[src/rtl/socuart.sv]
// socuart: memory-mapped 8N1 UART with TX and RX byte FIFOs.
//
// Word addresses: BASE   = RX ready ({31'b0, rx FIFO non-empty})
//                 BASE+1 = TX ready ({31'b0, tx FIFO not full})
//                 BASE+2 = data (read pops RX head, write pushes TX byte)
//
// Ports:
//   clk        sole clock, rising edge
//   rst        asynchronous active-low reset
//   addr_b     shared data-bus word address
//   data_b_in  write data, bits [7:0] used
//   data_b_we  write enable, any nonzero value writes
//   data_b     combinational read data, 0 outside the block's addresses
//   strobe_b   high while addr_b selects this block
//   rxd        serial input, asynchronous, idle high
//   txd        serial output from a flop, idle high
module socuart #(
    parameter int unsigned CLK_DIV    = 16,
    parameter int unsigned FIFO_DEPTH = 4,
    parameter int unsigned BASE       = 65537
) (
    input  logic        clk,
    input  logic        rst,
    input  logic [31:0] addr_b,
    input  logic [31:0] data_b_in,
    input  logic [31:0] data_b_we,
    output logic [31:0] data_b,
    output logic        strobe_b,
    input  logic        rxd,
    output logic        txd
);

    localparam int unsigned AW = $clog2(FIFO_DEPTH);
    localparam int unsigned PW = AW + 1;

    localparam logic [31:0]   AddrRx   = 32'(BASE);
    localparam logic [31:0]   AddrTx   = 32'(BASE + 1);
    localparam logic [31:0]   AddrData = 32'(BASE + 2);
    localparam logic [15:0]   DivLast  = 16'(CLK_DIV - 1);
    localparam logic [15:0]   HalfLast = 16'(CLK_DIV / 2 - 1);
    localparam logic [PW-1:0] PtrOne   = PW'(1);

    typedef enum logic [1:0] {TxIdle, TxStart, TxData, TxStop} tx_state_e;
    typedef enum logic [1:0] {RxIdle, RxStart, RxData, RxStop} rx_state_e;

    // Only the low byte of write data is meaningful.
    logic unused_data_hi;
    assign unused_data_hi = ^data_b_in[31:8];

    // ------------------------------------------------------------------
    // Bus decode
    // ------------------------------------------------------------------
    logic wr_data, rd_data, rd_seen_q;
    logic tx_empty, tx_full, rx_empty, rx_full;
    logic [7:0] tx_head, rx_head;

    assign wr_data = (data_b_we != '0) && (addr_b == AddrData);
    assign rd_data = (data_b_we == '0) && (addr_b == AddrData);

    always_comb begin
        strobe_b = 1'b0;
        data_b   = '0;
        case (addr_b)
            AddrRx: begin
                strobe_b = 1'b1;
                data_b   = {31'b0, ~rx_empty};
            end
            AddrTx: begin
                strobe_b = 1'b1;
                data_b   = {31'b0, ~tx_full};
            end
            AddrData: begin
                strobe_b = 1'b1;
                data_b   = {24'b0, rx_empty ? 8'h00 : rx_head};
            end
            default: ;
        endcase
    end

    // ------------------------------------------------------------------
    // TX FIFO
    // ------------------------------------------------------------------
    logic [7:0]    tx_mem [FIFO_DEPTH];
    logic [PW-1:0] tx_wp_q, tx_rp_q;
    logic          tx_push, tx_pop;

    assign tx_empty = (tx_wp_q == tx_rp_q);
    assign tx_full  = (tx_wp_q[AW] != tx_rp_q[AW]) && (tx_wp_q[AW-1:0] == tx_rp_q[AW-1:0]);
    assign tx_head  = tx_mem[tx_rp_q[AW-1:0]];
    // A pop in the same cycle frees the slot being written.
    assign tx_push  = wr_data && (!tx_full || tx_pop);

    always_ff @(posedge clk or negedge rst) begin
        if (!rst) begin
            tx_wp_q <= '0;
            tx_rp_q <= '0;
            tx_mem  <= '{default: '0};
        end else begin
            if (tx_push) begin
                tx_mem[tx_wp_q[AW-1:0]] <= data_b_in[7:0];
                tx_wp_q                 <= tx_wp_q + PtrOne;
            end
            if (tx_pop) begin
                tx_rp_q <= tx_rp_q + PtrOne;
            end
        end
    end

    // ------------------------------------------------------------------
    // RX FIFO
    // ------------------------------------------------------------------
    logic [7:0]    rx_mem [FIFO_DEPTH];
    logic [PW-1:0] rx_wp_q, rx_rp_q;
    logic          rx_push, rx_push_ok, rx_pop;
    logic [7:0]    rx_shift_q, rx_shift_d;

    assign rx_empty   = (rx_wp_q == rx_rp_q);
    assign rx_full    = (rx_wp_q[AW] != rx_rp_q[AW]) && (rx_wp_q[AW-1:0] == rx_rp_q[AW-1:0]);
    assign rx_head    = rx_mem[rx_rp_q[AW-1:0]];
    // One pop per read access: only the first cycle of a BASE+2 read pops.
    assign rx_pop     = rd_data && !rd_seen_q && !rx_empty;
    assign rx_push_ok = rx_push && (!rx_full || rx_pop);

    always_ff @(posedge clk or negedge rst) begin
        if (!rst) begin
            rx_wp_q   <= '0;
            rx_rp_q   <= '0;
            rx_mem    <= '{default: '0};
            rd_seen_q <= 1'b0;
        end else begin
            rd_seen_q <= rd_data;
            if (rx_push_ok) begin
                rx_mem[rx_wp_q[AW-1:0]] <= rx_shift_q;
                rx_wp_q                 <= rx_wp_q + PtrOne;
            end
            if (rx_pop) begin
                rx_rp_q <= rx_rp_q + PtrOne;
            end
        end
    end

    // ------------------------------------------------------------------
    // TX FSM
    // ------------------------------------------------------------------
    tx_state_e   tx_state_q, tx_state_d;
    logic [15:0] tx_cnt_q, tx_cnt_d;
    logic [2:0]  tx_idx_q, tx_idx_d;
    logic [7:0]  tx_shift_q, tx_shift_d;
    logic        txd_q, txd_d;
    logic        tx_done;

    assign tx_done = (tx_cnt_q == DivLast);
    assign txd     = txd_q;

    always_ff @(posedge clk or negedge rst) begin
        if (!rst) begin
            tx_state_q <= TxIdle;
            tx_cnt_q   <= '0;
            tx_idx_q   <= '0;
            tx_shift_q <= '0;
            txd_q      <= 1'b1;
        end else begin
            tx_state_q <= tx_state_d;
            tx_cnt_q   <= tx_cnt_d;
            tx_idx_q   <= tx_idx_d;
            tx_shift_q <= tx_shift_d;
            txd_q      <= txd_d;
        end
    end

    always_comb begin
        tx_state_d = tx_state_q;
        unique case (tx_state_q)
            TxIdle:  if (!tx_empty) tx_state_d = TxStart;
            TxStart: if (tx_done) tx_state_d = TxData;
            TxData:  if (tx_done && tx_idx_q == 3'd7) tx_state_d = TxStop;
            TxStop:  if (tx_done) tx_state_d = TxIdle;
        endcase
    end

    // txd_d is the value of the line for the next cycle; it is registered.
    always_comb begin
        tx_cnt_d   = tx_cnt_q + 16'd1;
        tx_idx_d   = tx_idx_q;
        tx_shift_d = tx_shift_q;
        txd_d      = txd_q;
        tx_pop     = 1'b0;
        unique case (tx_state_q)
            TxIdle: begin
                tx_cnt_d = '0;
                txd_d    = 1'b1;
                if (!tx_empty) begin
                    tx_pop     = 1'b1;
                    tx_shift_d = tx_head;
                    txd_d      = 1'b0;
                end
            end
            TxStart: begin
                if (tx_done) begin
                    tx_cnt_d = '0;
                    tx_idx_d = '0;
                    txd_d    = tx_shift_q[0];
                end
            end
            TxData: begin
                if (tx_done) begin
                    tx_cnt_d = '0;
                    if (tx_idx_q == 3'd7) begin
                        txd_d = 1'b1;
                    end else begin
                        tx_idx_d   = tx_idx_q + 3'd1;
                        tx_shift_d = {1'b0, tx_shift_q[7:1]};
                        txd_d      = tx_shift_q[1];
                    end
                end
            end
            TxStop: begin
                if (tx_done) tx_cnt_d = '0;
            end
        endcase
    end

    // ------------------------------------------------------------------
    // RX synchronizer and FSM
    // ------------------------------------------------------------------
    logic        sync1_q, sync2_q, rx_prev_q;
    rx_state_e   rx_state_q, rx_state_d;
    logic [15:0] rx_cnt_q, rx_cnt_d;
    logic [2:0]  rx_idx_q, rx_idx_d;
    logic        rx_done, rx_half, rx_fall;

    assign rx_done = (rx_cnt_q == DivLast);
    assign rx_half = (rx_cnt_q == HalfLast);
    assign rx_fall = rx_prev_q && !sync2_q;

    always_ff @(posedge clk or negedge rst) begin
        if (!rst) begin
            sync1_q    <= 1'b1;
            sync2_q    <= 1'b1;
            rx_prev_q  <= 1'b1;
            rx_state_q <= RxIdle;
            rx_cnt_q   <= '0;
            rx_idx_q   <= '0;
            rx_shift_q <= '0;
        end else begin
            sync1_q    <= rxd;
            sync2_q    <= sync1_q;
            rx_prev_q  <= sync2_q;
            rx_state_q <= rx_state_d;
            rx_cnt_q   <= rx_cnt_d;
            rx_idx_q   <= rx_idx_d;
            rx_shift_q <= rx_shift_d;
        end
    end

    always_comb begin
        rx_state_d = rx_state_q;
        unique case (rx_state_q)
            RxIdle:  if (rx_fall) rx_state_d = RxStart;
            // A start bit that is high again at mid-point was a glitch.
            RxStart: if (rx_half) rx_state_d = sync2_q ? RxIdle : RxData;
            RxData:  if (rx_done && rx_idx_q == 3'd7) rx_state_d = RxStop;
            RxStop:  if (rx_done) rx_state_d = RxIdle;
        endcase
    end

    always_comb begin
        rx_cnt_d   = rx_cnt_q + 16'd1;
        rx_idx_d   = rx_idx_q;
        rx_shift_d = rx_shift_q;
        rx_push    = 1'b0;
        unique case (rx_state_q)
            RxIdle: rx_cnt_d = '0;
            RxStart: begin
                if (rx_half) begin
                    rx_cnt_d = '0;
                    rx_idx_d = '0;
                end
            end
            RxData: begin
                if (rx_done) begin
                    rx_cnt_d   = '0;
                    rx_idx_d   = rx_idx_q + 3'd1;
                    rx_shift_d = {sync2_q, rx_shift_q[7:1]};
                end
            end
            RxStop: begin
                if (rx_done) begin
                    rx_cnt_d = '0;
                    // Framing error (stop bit 0) drops the byte.
                    rx_push  = sync2_q;
                end
            end
        endcase
    end

endmodule

[config.mk]
export PLATFORM = sky130hd
export DESIGN_NAME = socuart
export DESIGN_NICKNAME = d
export VERILOG_FILES = /design/src/rtl/socuart.sv
export SDC_FILE = /design/constraint.sdc
export NUM_CORES = 1
export LEC_CHECK = 0
export BUFFER_PORTS_ARGS = -buffer_cell sky130_fd_sc_hd__buf_2
export CAP_MARGIN = 10
export CORE_MARGIN = 1
export CORE_UTILIZATION = 35
export DETAILED_ROUTE_END_ITERATION = 16
export PLACE_DENSITY_LB_ADDON = 0.3
export SLEW_MARGIN = 20
export SYNTH_ARGS = -nofsm -noshare
export SYNTH_HDL_FRONTEND = slang
export SYNTH_SLANG_ARGS = --single-unit
[constraint.sdc]
create_clock -name clk -period 2.7 [get_ports clk]
set_input_delay 0.54 -clock clk [delete_from_list [all_inputs] [get_ports clk]]
set_output_delay 0.54 -clock clk [all_outputs]
set_load 0.02 [all_outputs]
After elaboration in Yosys (flattened, before gate mapping)
Cells that the tools add are included.
W data, S select, Z words.
- mux-type cells: 51
- eq/ne operators: 31
- add/sub/neg operators: 8
- reduce and logical (&&, ||, !) cells: 38
- bitwise operators: 6
- magnitude comparators: 6
- operators by type and width (cell ; number):
    $eq A32 B17 Y1 const B ; 3
    $mux W8 ; 10
    $bwmux W32 ; 2
    $mux W16 ; 3
    $pmux W16 S3 ; 1
    $add A16 B1 Y16 const B ; 2
    $bmux W8 S2 ; 2
    $demux W8 S2 ; 2
    $eq A16 B4 Y1 const B ; 2
    $logic_not A32 Y1 ; 1
    $pmux W16 S2 ; 1
    $reduce_bool A32 Y1 ; 1
    $pmux W8 S3 ; 1
    $ne A2 B2 Y1 const B ; 11
    $add A3 B1 Y3 const B ; 6
    $mux W2 ; 9
    $eq A16 B3 Y1 const B ; 1
    $pmux W2 S4 ; 2
    $pmux W8 S2 ; 1
    $reduce_and A4 Y1 ; 4
    $mux W3 ; 5
    $logic_and A1 B1 Y1 ; 13
    $ge A3 B3 Y1 const B ; 4
    $not A2 Y3 ; 4
    other kinds (20) ; 49
- bits of input ports: 99
- flip-flop bits (word level): 139
- output and inout bits: 34
- word-level logic and storage cells: 165

Logic depth before layout (Yosys ltp)
- depth in word-level cells: 6
- mapped depth: 8
- mapped depth without buffers: 7

Worst setup path before layout
No wires, ideal clock.
- path type: in2reg
- start: in addr_b[23]
- end: reg rx_mem[0] (netlist name)
- required time: 2.575 ns
- stages on the path: 7
- setup slack: -0.030 ns
- path buffers: 1
- arrival: 2.605 ns
- setup time: 0.125 ns
- cells stage by stage: nor4b_1 > nand4_1 > or4b_1 > buf_2 > o31ai_4 > nand3_4 > mux2_4
- cells in the longest elaborated chain, start to end: 6
- ends and longest elaborated chain (element ; line ; text):
    start: declaration ; 24 ; input logic [31:0] addr_b,
    $eq A32 B17 Y1 ; 58 ; assign rd_data = (data_b_we == '0) && (addr_b == AddrData);
    $logic_and A1 B1 Y1 ; 58 ;
    $logic_and A1 B1 Y1 (2 in series) ; 121 ; assign rx_pop = rd_data && !rd_seen_q && !rx_empty;
    $logic_or A1 B1 Y1 ; 122 ; assign rx_push_ok = rx_push && (!rx_full || rx_pop);
    $logic_and A1 B1 Y1 ; 122 ;
    end signal: indexed assignment ; 133 ; rx_mem[rx_wp_q[AW-1:0]] <= rx_shift_q;
    end: declaration ; 112 ; logic [7:0] rx_mem [FIFO_DEPTH];
No other way between the ends.
A chain may end at the register's enable or synchronous reset.

Worst setup path after layout
- start: reg rx_cnt_q[13]
- end: reg rx_mem[0] (netlist name)
- cells in the longest elaborated chain, start to end: 4
- ends and longest elaborated chain (element ; line ; text):
    start: declaration ; 228 ; logic [15:0] rx_cnt_q, rx_cnt_d;
    start signal: assignment ; 250 ; rx_cnt_q <= rx_cnt_d;
    $eq A16 B4 Y1 ; 232 ; assign rx_done = (rx_cnt_q == DivLast);
    $mux W1 ; 288 ; if (rx_done) begin
    $mux W1 ; 272 ; unique case (rx_state_q)
    $logic_and A1 B1 Y1 ; 122 ;
No other way between the ends.

==> flow_summary.yaml <==
synth:
  syn_avg_cell_area_um2: 12.0
  seq_area_frac_synth_pct: 49.8
  async_flop_share_pct: 100
  yosysWarnings: 0
  synthFlopType: "dfrtp_1"
  synthesis.area_um2: 7000
  synth_area_leader_cell: "dfrtp_1"
  synth_top_area_share_pct: 48.3
  ys_ff_latch: 139
  synth_area_leaders: "dfrtp_1, mux2_2, mux4_2"
  synth_cell_type_count: 46
  synthCells: 581
  synth_edf_count: 0
timing:
  slew_viol_final: 0
  finalHoldWorstSlack_ns: 0.105
  period_minus_slack_ns: 2.60
  clock.fmax_mhz: 384
  setup_viol: 0
  tightestPinTransition_ns: 0.662
  finalClockSkew_ns: 0.0128
  period_share_pct: 96.5
  rsz0062_at_grt: "false"
  hold_viol_final: 0
  slew_headroom_pct: 55.9
cts:
  tritoncts: "yes"
  clock_latency_ns: 0.42
  htree_levels: 4
  cts_buffers: 17
  cts_hold_buf: 0
  clk_path_buf_depth: 2
  cts_sinks: 139
  cts_root_buffer: "clkbuf_16"
  clkTransAtPathRegs_ns: 0.06
die:
  start_util_pct: 35.8
  fp.dieW_um: 143
  num_rows: 51
  io_pins: 133
  core_area_um2: 19500
  dieArea_um2: 20600
  die_h_um: 143
critical_path:
  required_ns: 3.00
  crit_family: "simple AND/OR/NAND/NOR gates"
  cp_data_arrival_time_ns: 2.91
  crit_type: "flop to flop"
  cp-end-kind: "flop"
  path_max_fanout: 9
  startpoint_type: "flop"
  path_cells: "or4_4 -> or4_1 -> nor3_4 -> buf_12 -> nand3_4 -> mux2_4"
  cp_slowest_cell: "or4_1"
  worst-path-buf-inv: 1
  cp_slowest_stage_delay_ns: 0.59
global_route:
  overflow: 0
  grt_pass1_wl_mm: 24.6
  grt.total_usage_pct: 15.4
  grt_max_degree: 65
  antenna_found_initial: 0
  grt_pass1_vias: 5034
worst_hold_path:
  hold_class: "primary input to asynchronous set/reset pin"
drt:
  dr.pass1.iters: 4
  drt_iter0_markers: 124
  route.detailed.drc: 0
  vias_per_cell: 4.82
  drtAntennaViolNets: 0
  wl_per_cell_um: 14.9
  via_count: 4686
  drt-total-wl_mm: 14.5
final_layout:
  fillCellCount: 1829
  final_area_um2: 8450
  antenna_cells: 0
  drive_gt1_share_pct: 39.0
  utilization_pct: 43.3
  final_cells: 973
  nNetsFinal: 815
  area_growth_syn_to_layout_pct: 20.7
power:
  p_switching_mw: 1.23
  power.density_nw_per_um2: 560
  seq_power_share_pct: 46.8
  peakVddDrop_mv: 0.472
  p_clk_share_pct: 45.2
  p_leak_nw: 4.13
  total_power_mw: 4.73
  swShare_pct: 25.9
  internal-power_mw: 3.50
  combPwrFrac_pct: 8.0
placement:
  place_area_um2: 7800
  dp.cells: 939
  port_buffers: 84
  gp_congestion: 0.910
  dp_hpwl_mm: 10.3
flow_run:
  drv_cap: 0
outcome:
  run_status: "finished clean"
[logic make-up (layout without fill, tap and decap cells)]
family	after synthesis	after routing	synth area share, %
and+or+nand+nor	200	200	15.6
DFF	139	139	49.8
muxes	101	101	19.0
buffers and inverters	49	153	4.04
xor gates and xnor gates	40	40	5.01
AOI/OAI and AO/OA	30	30	2.75
adders and majority gates	21	21	3.75
other	1	24	0.0536
[power by group through the flow]
stage | Clock (mW) | Sequential [mW] | Combinational [mW]
global placement | 0 | 2.25 | 0.351
detailed placement | 0 | 2.25 | 0.366
floorplan | 0 | 2.22 | 0.249
global route | 2.30 | 2.22 | 0.426
CTS | 2.20 | 2.21 | 0.377
finish | 2.14 | 2.22 | 0.377
[metal layers]
| layer | part of all wire, % | track usage (%) |
|---|---|---|
| met4 | 1.6 | 4.98 |
| met1 | 44 | 18.7 |
| met3 | 2.5 | 3.93 |
| met2 | 52 | 26.7 |
| met5 | 0 | 0 |
[stage by stage]
stage	setup slack, ns	TNS (ns)
floorplan	0.0139	0
global placement	-0.0994	-2.68
detailed placement	-0.157	-4.55
CTS	0.0616	0
global route	0.000943	0
finish	0.0953	0
[cell type report]
| class | instances | area, um2 | share of cell area [%] |
|---|---|---|---|
| tap | 265 | 332 | 3.93 |
| multi-input combinational | 416 | 3390 | 40.1 |
| inverter | 12 | 45.0 | 0.533 |
| clock buffer | 19 | 443 | 5.24 |
| sequential | 139 | 3480 | 41.3 |
| clock inverter | 13 | 108 | 1.27 |
| timing repair buffer | 109 | 648 | 7.67 |
[worst paths after layout]
check | cells after the start | endpoint | startpoint | slack, ns
min in group clk | 1 | sync1_q | rxd | 0.22
max in group asynchronous | 2 | rx_wp_q[0] | rst | 1.83
worst min-delay path | 1 | rx_idx_q[2] | rst | 0.11
worst min register to register | 0 | sync2_q | sync1_q | 0.35
worst max register to register | 6 | rx_mem[0] | rx_cnt_q[13] | 0.1
worst max-delay path | 6 | rx_mem[0] | rx_cnt_q[13] | 0.1
[layout by cell type (no fill, tap or decap), drive strengths merged, types with 2 or more instances in the layout]
master and n:
nor3 3, nand2b 2, buf 109, mux2 85, or2 5, ha 21, inv 18, nand3 23
and4 2, conb 24, nor2 47, o21ai 11, or3 2, clkinv 4, nand2 52, dfrtp 135
o31ai 2, dfstp 4, or4 4, nor4 24, a21oi 9, clkinvlp 3, nor2b 9, xor2 18
and3 12, mux4 16, nor4b 3, nand3b 2, nand4 7, xnor2 22, a22o 5, clkbuf 19
[registers in the layout, indices dropped and copies added, names as in the netlist, 2 cells and up, named ones only]
signal	cells
tx_rp_q	3
tx_shift_q	8
tx_state_q	2
tx_mem	32
rx_idx_q	3
rx_wp_q	3
tx_idx_q	3
rx_rp_q	3
tx_cnt_q	16
rx_mem	32
rx_shift_q	8
tx_wp_q	3
rx_cnt_q	16
[repair_timing]
item                       CTS  global route
pin swaps                    1             1
gates cloned                 0             0
buffers inserted             3             0
gates resized for setup     10             5
setup endpoints to repair    7             5
[cells in the mapped netlist (2+ instances only)]
master	n
dfrtp_1	135
mux2_2	81
nand2_1	48
nor2_1	47
buf_4	25
nor4_1	23
xnor2_1	22
ha_1	21
nand3_1	19
xor2_1	18
mux4_2	16
inv_1	12
and3_1	11
o21ai_0	11
a21oi_1	9
nor2b_1	9
clkbuf_1	8
nand4_1	7
a22o_1	5
or2_2	5
buf_2	4
dfstp_2	4
mux2_4	4
nand2_2	4
nand3_4	4
nor4b_1	3
or4_4	3
and4_1	2
nand2b_1	2
nand3b_1	2
nor3_1	2
Power figures use the tool's default switching activity.
